==> config.mk <==
export PLATFORM = sky130hd
export DESIGN_NAME = trace_frame_capture
export DESIGN_NICKNAME = d
export VERILOG_FILES = /design/src/rtl/trace_frame_capture_pkg.sv /design/src/rtl/trace_frame_capture_frame_fifo.sv /design/src/rtl/trace_frame_capture.sv
export SDC_FILE = /design/constraint.sdc
export NUM_CORES = 2
export LEC_CHECK = 0
export CORE_AREA = 2 2 265 267
export DETAILED_ROUTE_END_ITERATION = 8
export DIE_AREA = 0 0 267 269
export HOLD_SLACK_MARGIN = 0.06
export PLACE_DENSITY = 0.77
export SYNTH_ARGS = -nofsm -noshare
export SYNTH_HDL_FRONTEND = slang
export SYNTH_SLANG_ARGS = --single-unit
==> constraint.sdc <==
create_clock -name clk -period 7.8 [get_ports clk]
set_input_delay 1.95 -clock clk [delete_from_list [all_inputs] [get_ports clk]]
set_output_delay 1.95 -clock clk [all_outputs]
set_load 0.01 [all_outputs]
==> src/rtl/trace_frame_capture_pkg.sv <==
// -----------------------------------------------------------------------------
// traceCapPkg
// Shared definitions for the trace frame capture block:
//   SYNC_WORD            : 32-bit TPIU full-word synchronisation pattern
//   width_sel_e          : encodings of the trace-port width selector
//   DEFAULT_FRAME_BYTES  : default TPIU frame length in bytes
//   width_bits()         : number of pins consumed per trace edge for a mode
// -----------------------------------------------------------------------------
package traceCapPkg;

    // Bytes FF FF FF 7F on the wire, LSB-first, oldest bit in window bit 0.
    localparam logic [31:0] SYNC_WORD = 32'h7FFF_FFFF;

    localparam int DEFAULT_FRAME_BYTES = 16;

    typedef enum logic [1:0] {
        WSEL_1BIT = 2'd0,
        WSEL_2BIT = 2'd1,
        WSEL_4BIT = 2'd2,
        WSEL_RSVD = 2'd3
    } width_sel_e;

    // Pins consumed per trace edge; the reserved code behaves as 4-bit mode.
    function automatic logic [2:0] width_bits(input logic [1:0] sel);
        logic [2:0] n;
        case (width_sel_e'(sel))
            WSEL_1BIT: n = 3'd1;
            WSEL_2BIT: n = 3'd2;
            WSEL_4BIT: n = 3'd4;
            default:   n = 3'd4;
        endcase
        return n;
    endfunction

endpackage

==> src/rtl/trace_frame_capture_frame_fifo.sv <==
// -----------------------------------------------------------------------------
// frame_fifo
// First-word fall-through queue of completed trace frames.
// Ports:
//   clk        : clock, rising edge
//   rst_n      : asynchronous active-low reset (empties queue, clears storage)
//   push       : write request for push_data
//   push_data  : frame to enqueue
//   pop        : remove head entry (ignored when empty)
//   head_data  : oldest entry, valid whenever empty=0
//   full/empty : occupancy flags
// A push while full is accepted only if a pop happens in the same cycle.
// -----------------------------------------------------------------------------
module frame_fifo #(
    parameter int WIDTH = 128,
    parameter int DEPTH = 4
) (
    input  logic             clk,
    input  logic             rst_n,
    input  logic             push,
    input  logic [WIDTH-1:0] push_data,
    input  logic             pop,
    output logic [WIDTH-1:0] head_data,
    output logic             full,
    output logic             empty
);

    localparam int PW = (DEPTH > 1) ? $clog2(DEPTH) : 1;
    localparam int CW = $clog2(DEPTH + 1);
    localparam logic [CW-1:0] DEPTH_C = CW'(DEPTH);

    logic [WIDTH-1:0] mem_r [DEPTH];
    logic [PW-1:0]    wr_ptr_r;
    logic [PW-1:0]    rd_ptr_r;
    logic [CW-1:0]    count_r;
    logic             full_s;
    logic             empty_s;
    logic             push_ok_s;
    logic             pop_ok_s;

    // Occupancy flags and accepted push/pop qualifiers.
    always_comb begin
        full_s    = (count_r == DEPTH_C);
        empty_s   = (count_r == {CW{1'b0}});
        pop_ok_s  = pop && !empty_s;
        push_ok_s = push && (!full_s || pop_ok_s);
    end

    // Storage, pointers and occupancy counter.
    always_ff @(posedge clk or negedge rst_n) begin
        if (!rst_n) begin
            for (int i = 0; i < DEPTH; i++) begin
                mem_r[i] <= {WIDTH{1'b0}};
            end
            wr_ptr_r <= {PW{1'b0}};
            rd_ptr_r <= {PW{1'b0}};
            count_r  <= {CW{1'b0}};
        end else begin
            if (push_ok_s) begin
                mem_r[wr_ptr_r] <= push_data;
                wr_ptr_r        <= wr_ptr_r + PW'(1);
            end
            if (pop_ok_s) begin
                rd_ptr_r <= rd_ptr_r + PW'(1);
            end
            case ({push_ok_s, pop_ok_s})
                2'b10:   count_r <= count_r + CW'(1);
                2'b01:   count_r <= count_r - CW'(1);
                default: count_r <= count_r;
            endcase
        end
    end

    assign head_data = mem_r[rd_ptr_r];
    assign full      = full_s;
    assign empty     = empty_s;

endmodule

==> src/rtl/trace_frame_capture.sv <==
// -----------------------------------------------------------------------------
// trace_frame_capture
// Captures TPIU trace frames from a 1/2/4-pin trace port sample stream.
// Ports:
//   clk, rstn   : clock and asynchronous active-low reset
//   widthSel    : port width mode (0=1 bit, 1=2 bits, 2/3=4 bits)
//   edgeValid   : one trace edge sampled this cycle
//   edgeData    : pin sample for that edge, bit 0 earliest in the stream
//   frameData   : head frame of the output queue, byte 0 in [7:0]
//   frameValid  : frameData holds a frame
//   frameReady  : consumer takes the frame this cycle
//   synced      : sync pattern seen since reset / last width change
//   overflow    : sticky, a completed frame was dropped
//   dropCount   : saturating count of dropped frames
// Every consumed bit is shifted through a 32-bit sync window and checked
// for the sync word before being appended to the frame, so a sync at any
// bit offset inside an edge restarts framing with the very next bit.
// -----------------------------------------------------------------------------
module trace_frame_capture
    import traceCapPkg::*;
#(
    parameter int MAX_WIDTH   = 4,
    parameter int FIFO_DEPTH  = 4,
    parameter int FRAME_BYTES = DEFAULT_FRAME_BYTES
) (
    input  logic                     clk,
    input  logic                     rstn,
    input  logic [1:0]               widthSel,
    input  logic                     edgeValid,
    input  logic [MAX_WIDTH-1:0]     edgeData,
    output logic [8*FRAME_BYTES-1:0] frameData,
    output logic                     frameValid,
    input  logic                     frameReady,
    output logic                     synced,
    output logic                     overflow,
    output logic [7:0]               dropCount
);

    localparam int FRAME_BITS = 8 * FRAME_BYTES;
    localparam int CNT_W      = $clog2(FRAME_BITS + 1);
    localparam logic [CNT_W-1:0] LAST_BIT_C = CNT_W'(FRAME_BITS - 1);

    logic                  run_r;
    logic [1:0]            width_q_r;
    logic                  synced_r;
    logic [31:0]           window_r;
    logic [FRAME_BITS-1:0] acc_r;
    logic [CNT_W-1:0]      cnt_r;
    logic                  overflow_r;
    logic [7:0]            drop_cnt_r;

    logic [2:0]            nbits_s;
    logic                  width_chg_s;
    logic                  synced_nxt_s;
    logic [31:0]           window_nxt_s;
    logic [FRAME_BITS-1:0] acc_nxt_s;
    logic [CNT_W-1:0]      cnt_nxt_s;
    logic                  push_s;
    logic [FRAME_BITS-1:0] push_data_s;
    logic                  pop_s;
    logic                  drop_s;
    logic                  fifo_full_s;
    logic                  fifo_empty_s;
    logic [FRAME_BITS-1:0] head_data_s;

    // Reset release synchroniser: logic runs from the first edge after rstn rises.
    always_ff @(posedge clk or negedge rstn) begin
        if (!rstn) begin
            run_r <= 1'b0;
        end else begin
            run_r <= 1'b1;
        end
    end

    // Bit-serial sync search and frame assembly for up to MAX_WIDTH bits per edge.
    always_comb begin
        nbits_s      = width_bits(width_q_r);
        width_chg_s  = run_r && (widthSel != width_q_r);
        synced_nxt_s = synced_r;
        window_nxt_s = window_r;
        acc_nxt_s    = acc_r;
        cnt_nxt_s    = cnt_r;
        push_s       = 1'b0;
        push_data_s  = {FRAME_BITS{1'b0}};
        if (!run_r) begin
            synced_nxt_s = synced_r;
        end else if (width_chg_s) begin
            // A new port width invalidates any alignment; the edge of this
            // cycle is not consumed.
            synced_nxt_s = 1'b0;
            window_nxt_s = 32'h0000_0000;
            acc_nxt_s    = {FRAME_BITS{1'b0}};
            cnt_nxt_s    = {CNT_W{1'b0}};
        end else if (edgeValid) begin
            for (int i = 0; i < MAX_WIDTH; i++) begin
                if (i < int'(nbits_s)) begin
                    window_nxt_s = {edgeData[i], window_nxt_s[31:1]};
                    if (window_nxt_s == SYNC_WORD) begin
                        // Sync wins over a frame completing on the same bit.
                        synced_nxt_s = 1'b1;
                        acc_nxt_s    = {FRAME_BITS{1'b0}};
                        cnt_nxt_s    = {CNT_W{1'b0}};
                    end else if (synced_nxt_s) begin
                        // Shift in at the top so the first bit ends in bit 0.
                        acc_nxt_s = {edgeData[i], acc_nxt_s[FRAME_BITS-1:1]};
                        if (cnt_nxt_s == LAST_BIT_C) begin
                            push_s      = 1'b1;
                            push_data_s = acc_nxt_s;
                            acc_nxt_s   = {FRAME_BITS{1'b0}};
                            cnt_nxt_s   = {CNT_W{1'b0}};
                        end else begin
                            cnt_nxt_s = cnt_nxt_s + CNT_W'(1);
                        end
                    end else begin
                        acc_nxt_s = acc_nxt_s;
                    end
                end else begin
                    window_nxt_s = window_nxt_s;
                end
            end
        end else begin
            synced_nxt_s = synced_r;
        end
    end

    // Handshake and drop detection (a pop frees a slot in the same cycle).
    always_comb begin
        pop_s  = !fifo_empty_s && frameReady;
        drop_s = push_s && fifo_full_s && !pop_s;
    end

    // Capture state, sticky overflow flag and saturating drop counter.
    always_ff @(posedge clk or negedge rstn) begin
        if (!rstn) begin
            width_q_r  <= 2'd0;
            synced_r   <= 1'b0;
            window_r   <= 32'h0000_0000;
            acc_r      <= {FRAME_BITS{1'b0}};
            cnt_r      <= {CNT_W{1'b0}};
            overflow_r <= 1'b0;
            drop_cnt_r <= 8'd0;
        end else begin
            width_q_r <= widthSel;
            synced_r  <= synced_nxt_s;
            window_r  <= window_nxt_s;
            acc_r     <= acc_nxt_s;
            cnt_r     <= cnt_nxt_s;
            if (drop_s) begin
                overflow_r <= 1'b1;
                if (drop_cnt_r != 8'hFF) begin
                    drop_cnt_r <= drop_cnt_r + 8'd1;
                end
            end
        end
    end

    frame_fifo #(
        .WIDTH (FRAME_BITS),
        .DEPTH (FIFO_DEPTH)
    ) u_frame_fifo (
        .clk       (clk),
        .rst_n     (rstn),
        .push      (push_s),
        .push_data (push_data_s),
        .pop       (pop_s),
        .head_data (head_data_s),
        .full      (fifo_full_s),
        .empty     (fifo_empty_s)
    );

    assign frameData  = head_data_s;
    assign frameValid = !fifo_empty_s;
    assign synced     = synced_r;
    assign overflow   = overflow_r;
    assign dropCount  = drop_cnt_r;

endmodule

Yosys cells after proc, flatten, opt, wreduce, memory -nomap -nowiden
Cells that the tools add are included.
Storage, ports and cells
  register bits: 699
  input port bits: 10
  output and inout bits: 139
  logic and storage cells: 189
Operators by class
  add/subtract/negate cells: 9
  magnitude comparators: 7
  equal/unequal tests: 14
  mux-type cells: 125
  bitwise operators: 2
  reduce and logical (&&, ||, !) cells: 17
Operators by type and width (count)
  128-bit 2-to-1 mux: 40
  512-bit bitwise mux: 1
  32-bit 2-to-1 mux: 15
  128-bit binary-select mux with 2-bit select: 1
  128-bit demux with 2-bit select: 1
  8-bit 2-to-1 mux: 27
  32-bit by 31-bit equality test with 1-bit output, second input constant: 4
  8-bit by 1-bit adder with 8-bit output, second input constant: 5
  1-bit 2-to-1 mux: 38
  8-bit by 7-bit equality test with 1-bit output, second input constant: 4
  3-bit one-hot mux with 2 select lines: 2
  8-bit inequality test, second input constant: 1
  1-bit logical AND: 7
  3-bit greater-or-equal comparator, second input constant: 2
  1-bit by 3-bit less-than comparator with 1-bit output, first input constant: 2
  2-bit by 3-bit less-than comparator with 1-bit output, first input constant: 2
  2-bit inverter with 3-bit output: 2
  2-bit by 1-bit adder with 2-bit output, second input constant: 2
  2-bit by 1-bit equality test with 1-bit output, second input constant: 2
  2-bit AND reduction: 2
  2-bit nonzero test: 2
  3-bit by 1-bit adder with 3-bit output, second input constant: 1
  3-bit equality test, second input constant: 1
  1-bit zero test: 3
  other kinds (7): 7

Depth between registers and ports, before layout
  depth in word-level cells: 35
  gate-level depth with buffers: 29
  mapped depth without buffers: 24

Hierarchy
From an unflattened synthesis, not the netlist that was laid out.
Second synthesis, totals
  cell total of the unflattened synthesis: 3998
  area total of the unflattened synthesis: 40770.4 µm²
By module, submodules not included
  frame_fifo: instances 1, cells an instance 1278, area an instance 22640.5 µm², sequential area each 12987.5 µm²
  trace_frame_capture: instances 1, cells an instance 2720, area an instance 18129.9 µm², sequential area each 4479.3 µm²

Worst setup path before layout
Ideal clock, no wire load.
  kind: input to register
  from: input edgeData[0]
  to: register u_frame_fifo.count_r[2]
  library setup time: 79 ps
  arrival: 6918 ps
  data required time: 7721 ps
  setup slack: 803 ps
  cell stages on the path: 26
  path buffers: 4
  cell sequence: nor2b_1 -> nand4_1 -> nand2_1 -> clkbuf_1 -> clkbuf_1 -> nor2_1 -> ha_1 -> o211ai_1 -> nor4_1 -> a31o_2 -> nor3_1 -> or2_1 -> nor4_2 -> a2111oi_0 -> nor3_1 -> or3b_1 -> buf_2 -> buf_1 -> nand2_1 -> nand3_1 -> ha_1 -> inv_1 -> fa_1 -> xor2_1 -> nor2_1 -> xor2_1
Between the ends
  word-level cells in the longest chain between the ends: 33
  elaborated cells on any way between the ends: 77
  those cells by class: add/sub: 2; eq/ne: 9; mux: 64; reduce/logical: 2
Ends and longest elaborated chain
  start: declaration: line trace_frame_capture.sv:30  | input logic [MAX_WIDTH-1:0] edgeData,
  32-bit by 31-bit equality test with 1-bit output: line trace_frame_capture.sv:98  | if (window_nxt_s == SYNC_WORD) begin
  8-bit 2-to-1 mux: line trace_frame_capture.sv:98
  8-bit 2-to-1 mux: line trace_frame_capture.sv:96  | if (i < int'(nbits_s)) begin
  8-bit 2-to-1 mux: line trace_frame_capture.sv:94  | end else if (edgeValid) begin
  8-bit 2-to-1 mux: line trace_frame_capture.sv:87  | end else if (width_chg_s) begin
  8-bit 2-to-1 mux: line trace_frame_capture.sv:85  | if (!run_r) begin
  8-bit by 1-bit adder with 8-bit output or 8-bit by 7-bit equality test with 1-bit output (tied branches): line trace_frame_capture.sv:112, trace_frame_capture.sv:106
  8-bit 2-to-1 mux: line trace_frame_capture.sv:106  | if (cnt_nxt_s == LAST_BIT_C) begin
  [17 not listed]
  1-bit 2-to-1 mux: line trace_frame_capture.sv:98
  1-bit 2-to-1 mux *: line trace_frame_capture.sv:96
  1-bit 2-to-1 mux *: line trace_frame_capture.sv:94
  1-bit 2-to-1 mux *: line trace_frame_capture.sv:87
  1-bit 2-to-1 mux *: line trace_frame_capture.sv:85
  1-bit logical AND *: line trace_frame_capture_frame_fifo.sv:46  | push_ok_s = push && (!full_s || pop_ok_s);
  2-bit by 1-bit equality test with 1-bit output or 2-bit equality test (tied branches): line trace_frame_capture_frame_fifo.sv:66  | case ({push_ok_s, pop_ok_s})
  3-bit one-hot mux with 2 select lines or 2-bit nonzero test (tied branches)
  end signal: assignment: line trace_frame_capture_frame_fifo.sv:67  | 2'b10: count_r <= count_r + CW'(1);
  end signal: assignment: line trace_frame_capture_frame_fifo.sv:68  | 2'b01: count_r <= count_r - CW'(1);
  end signal: assignment: line trace_frame_capture_frame_fifo.sv:69  | default: count_r <= count_r;
  end: declaration: line trace_frame_capture_frame_fifo.sv:35  | logic [CW-1:0] count_r;
Mark *: on every way between the ends. The rest lies on a longest branch, timed or not. The select of a mux whose other input is x is not followed.
A chain may end at the register's enable or synchronous reset.

Worst setup path after layout
  from: input edgeData[0]
  to: register u_frame_fifo.mem_r[65] in the netlist's numbering
Between the ends
  word-level cells in the longest chain between the ends: 31
  elaborated cells on any way between the ends: 101
  those cells by class: add/sub: 2; eq/ne: 7; mux: 91; reduce/logical: 1
Ends and longest elaborated chain
  32-bit by 31-bit equality test with 1-bit output: line trace_frame_capture.sv:98
  8-bit 2-to-1 mux: line trace_frame_capture.sv:98
  8-bit 2-to-1 mux: line trace_frame_capture.sv:96
  8-bit 2-to-1 mux: line trace_frame_capture.sv:94
  8-bit 2-to-1 mux: line trace_frame_capture.sv:87
  8-bit 2-to-1 mux: line trace_frame_capture.sv:85
  8-bit by 1-bit adder with 8-bit output or 8-bit by 7-bit equality test with 1-bit output (tied branches): line trace_frame_capture.sv:112, trace_frame_capture.sv:106
  8-bit 2-to-1 mux: line trace_frame_capture.sv:106
  [15 not listed]
  128-bit 2-to-1 mux or 1-bit 2-to-1 mux (tied branches): line trace_frame_capture.sv:106
  128-bit 2-to-1 mux or 1-bit 2-to-1 mux (tied branches): line trace_frame_capture.sv:103  | end else if (synced_nxt_s) begin
  128-bit 2-to-1 mux or 1-bit 2-to-1 mux (tied branches): line trace_frame_capture.sv:98
  128-bit 2-to-1 mux or 1-bit 2-to-1 mux (tied branches): line trace_frame_capture.sv:96
  128-bit 2-to-1 mux or 1-bit 2-to-1 mux (tied branches): line trace_frame_capture.sv:94
  128-bit 2-to-1 mux or 1-bit 2-to-1 mux (tied branches): line trace_frame_capture.sv:87
  128-bit 2-to-1 mux or 1-bit 2-to-1 mux (tied branches): line trace_frame_capture.sv:85
  512-bit bitwise mux or 1-bit logical AND (tied branches): line trace_frame_capture_frame_fifo.sv:60, trace_frame_capture_frame_fifo.sv:46
  end signal: indexed assignment: line trace_frame_capture_frame_fifo.sv:53  | mem_r[i] <= {WIDTH{1'b0}};
  end signal: indexed assignment: line trace_frame_capture_frame_fifo.sv:60  | mem_r[wr_ptr_r] <= push_data;
  end: declaration: line trace_frame_capture_frame_fifo.sv:32  | logic [WIDTH-1:0] mem_r [DEPTH];
Several ways; a longest one is shown, not always the timed one. The select of a mux whose other input is x is not followed.

==> results by group <==
Run status
  • Status: finished clean

Synthesis
  • Register area share after synthesis: 42.6%
  • Dominant synthesized flop cell: dfrtp_1
  • Post-Synth XOR/XNOR Area: 0.684%
  • Largest family of logic cells by synthesized area: multiplexers
  • Simple-gate area share of the yosys netlist: 8.22%
  • Post-synth ARST share: 100%
  • Adder-Cell Fraction of Synth Area: 0.385%
  • Synth cell types: 80
  • Syn_nets: 3739
  • Syn avg cell area: 11.0 um2
  • Cell taking the most area after synthesis: dfrtp_1
  • Number of synthesis warnings: 0
  • Mux share of post-synthesis cell area: 28.7%
  • Synth area leaders: dfrtp_1 (43%), mux2_1 (12%), mux2i_1 (7.8%), mux4_2 (7.0%), nand2_1 (3.9%)
  • Share of the synthesized area in the top cell type: 42.6%
  • Flops & latches, synth: 698
  • Mapped Cells: 3717
  • Synthesized cell area: 41000 um2
  • EDFF count, synth: 0
  • Synth Area in Compound Gates: 15.4%

Global routing
  • Overall routing resource usage: 29.1%
  • Largest net degree at the start of global routing: 168
  • Grt total ovfl: 0
  • Vias in the first global route: 30.3k
  • Initial antenna violation count: 0
  • First-pass GRT wire length: 169000 um

Setup path
  • Critical path arrival: 7570 ps
  • CP Capture Type: flip-flop
  • WS Path Type: in -> reg
  • Register-to-register setup slack: 1250 ps
  • Startpoint types: input port
  • RR Startpoint: width_q_r[0]$_DFF_PN0_
  • Reg2reg path depth: 12
  • Reg2reg end: u_frame_fifo.mem_r[65]$_DFFE_PN0P_
  • Critical path data required time: 8320 ps
  • Crit path max fanout: 73

Clocking
  • Clk_lat worst skew: 640 ps
  • Clk buf depth: 3
  • Num Clock Sinks: 698
  • Post-CTS Setup Inserts: 0
  • Cts bufs inserted: 78
  • Clock root buffer: clkbuf_16
  • PostCTS Resize Cnt: 0
  • Max H-tree Level: 3
  • CTS tree: done
  • Hold buffer count at cts: 0
  • Worst-path clk slew: 60 ps

Min path
  • Min-Delay Startpoint: u_frame_fifo.mem_r[74]$_DFFE_PN0P_
  • WHS Path Cells: 1
  • Class of the worst hold path: reg -> reg
  • Hold Path End: u_frame_fifo.mem_r[74]$_DFFE_PN0P_

STA
  • Final setup vio count: 0
  • Worst rel slew slack: 17.6%
  • Layout Skew: 17.4 ps
  • Fmax: 142 MHz
  • Fin crit period: 7050 ps
  • Setup ws final: 752 ps
  • Final slew viol count: 0
  • Setup TNS: 0 ps
  • Final hold vios: 0
  • WHS: 479 ps
  • Tcrit/Tclk final: 90.4%
  • Slew at the pin closest to its max-slew limit: 1230 ps
  • Unrepaired setup endpoints after global routing: false

Power
  • PD cells: 168 nW/um2
  • Int Power: 5.89 mW
  • Net Sw Power: 1.79 mW
  • VDD IR max: 0.000171 V
  • Flop pwr share: 47.5%
  • Clock power share: 48.7%
  • Combinational group share of total power: 3.7%
  • LEAKAGE: 20.2 nW
  • Sw frac: 23.3%

Drt
  • Met3 wire len: 6460 um
  • Remaining DRCs: 0
  • Avg WL per Cell: 22.6 um
  • WL met2: 50100 um
  • Final wirelength: 105000 um
  • ANT nets after route: 0
  • TritonRoute pass-1 iters: 6
  • Vias: 31.2k
  • Max Used Layer: met4
  • Avg Vias per Cell: 6.69
  • Number of DRC markers in iteration 0: 3337
  • DRT met1 WL: 46300 um

Cells and area
  • Final net count: 3692
  • Fill count: 5183
  • Share of layout cells above drive strength 1: 12.3%
  • Area growth, synth to finish: 11.3%

Placement
  • IO buf count: 148
  • Gp weighted congestion: 0.937
  • Setup WS pre-CTS: 371 ps
  • HPWL after DPL: 61200 um

Floorplanning
  • I/O Pins: 149
  • Die Width: 267 um
  • Core area: 69300 um2
  • Initial core utilization: 59.1%
  • Die footprint: 71800 um2
  • Die Y: 269 um
  • Site Rows: 97

Flow run
  • Max Cap Viol: 0
-- power groups by stage --
stage	sequential (mW)	combinational, mW	clock, mW
after floorplan	3.71	0.150	0
after global placement	3.71	0.283	0
after detailed placement	3.71	0.286	0
after CTS	3.65	0.286	3.81
after global routing	3.65	0.316	3.96
final	3.65	0.286	3.74
-- stage by stage --
stage	instance area, um2	cells	util, %	power [mW]
final	45600	4670	65.8	7.68
after global routing	45600	4669	65.8	7.92
after CTS	45600	4669	65.8	7.74
after detailed placement	43000	4530	62.1	4.00
after global placement	43000	4530	62.1	4.00
after floorplan	41000	3717	-	3.86
-- cell type report --
| class | count | area (um2) | area share [%] |
|---|---|---|---|
| clock buffer | 106 | 2190 | 4.80 |
| tap | 940 | 1180 | 2.58 |
| multi-input combinational | 2652 | 22100 | 48.4 |
| clock inverter | 33 | 394 | 0.864 |
| timing repair buffer | 200 | 2150 | 4.72 |
| inverter | 40 | 150 | 0.329 |
| sequential | 698 | 17500 | 38.3 |
| antenna | 1 | 2.50 | 0.00548 |
-- worst max-delay path, stage by stage --
cell,delay [ps]
clkdlybuf4s50_1,550
nor2b_1,140
nand4_1,210
nand2_4,70
nor2_1,130
ha_1,260
o211ai_1,200
a2111oi_0,670
nor3_1,180
or2_1,300
nor4_2,290
a2111oi_0,210
nor3_1,330
or3b_4,600
a2111oi_4,500
buf_12,430
mux2_2,400
-- how the worst max path moves through the flow --
stage	endpoint	slack [ps]	start
4_1_cts	u_frame_fifo.mem_r[65]$_DFFE_PN0P_	960	edgeData[0]
2_1_floorplan	u_frame_fifo.count_r[2]$_DFFE_PN0P_	800	edgeData[0]
3_5_place_dp	u_frame_fifo.mem_r[65]$_DFFE_PN0P_	370	edgeData[0]
6_report	u_frame_fifo.mem_r[65]$_DFFE_PN0P_	750	edgeData[0]
3_3_place_gp	u_frame_fifo.mem_r[65]$_DFFE_PN0P_	470	edgeData[0]
5_1_grt	u_frame_fifo.mem_r[65]$_DFFE_PN0P_	590	edgeData[0]
-- routing by layer --
layer | global-route usage (%) | vias up
met1 | 41.4 | 15893
met3 | 3.90 | 192
met5 | 0 | -
li1 | - | 13900
met4 | 8.94 | 0
met2 | 46.9 | 1253
-- Yosys cell counts, drive strengths merged, types with 9 or more instances --
| cell | count |
|---|---|
| o21a | 82 |
| nand3 | 28 |
| clkbuf | 220 |
| o21ai | 115 |
| or3 | 31 |
| nor3 | 20 |
| nand4 | 23 |
| o221a | 22 |
| ha | 11 |
| a22oi | 129 |
| nand2b | 9 |
| o22a | 77 |
| nor2 | 169 |
| xor2 | 16 |
| dfrtp | 698 |
| a21oi | 223 |
| o221ai | 131 |
| o22ai | 15 |
| xnor2 | 16 |
| and3 | 12 |
| mux2 | 505 |
| a22o | 35 |
| nand2 | 421 |
| mux4 | 128 |
| a2111oi | 10 |
| inv | 39 |
| a2bb2oi | 12 |
| mux2i | 318 |
| buf | 107 |
-- flip-flops by register name, indices dropped and copies added (netlist names) --
register               count
width_q_r                  2
acc_r                    127
u_frame_fifo.mem_r       512
window_r                  31
dropCount                  8
u_frame_fifo.wr_ptr_r      2
u_frame_fifo.count_r       3
run_r                      1
overflow                   1
synced                     1
cnt_r                      8
u_frame_fifo.rd_ptr_r      2
-- layout by cell type (no fill, tap or decap), types with 16 or more instances in the layout --
cell | Yosys | routed
nand4_1 | 23 | 23
o221a_2 | 22 | 22
clkbuf_16 | 0 | 79
mux2_2 | 85 | 85
buf_12 | 0 | 22
mux2i_1 | 318 | 318
or3_1 | 31 | 31
mux2_1 | 420 | 420
dfrtp_1 | 698 | 695
xor2_1 | 16 | 16
o21a_1 | 82 | 82
clkbuf_1 | 220 | 16
buf_4 | 24 | 30
nand2_1 | 421 | 417
o221ai_1 | 131 | 131
nor3_1 | 19 | 18
inv_1 | 37 | 37
o22a_1 | 77 | 77
o21ai_0 | 112 | 112
a21oi_1 | 223 | 223
a22o_1 | 35 | 35
clkdlybuf4s50_1 | 0 | 147
nand3_1 | 27 | 26
nor2_1 | 168 | 163
mux4_2 | 128 | 128
a22oi_1 | 129 | 129
-- kinds of logic (layout without fill, tap and decap cells) --
family | Yosys count | after routing
AOI/OAI and AO/OA | 893 | 893
xor gates and xnor gates | 32 | 32
adders and majority gates | 12 | 12
buffers and inverters | 367 | 379
DFF | 698 | 698
muxes | 951 | 951
other | 1 | 2
and+or+nand+nor | 763 | 763
Note: power is estimated with default switching activity, not from simulation.
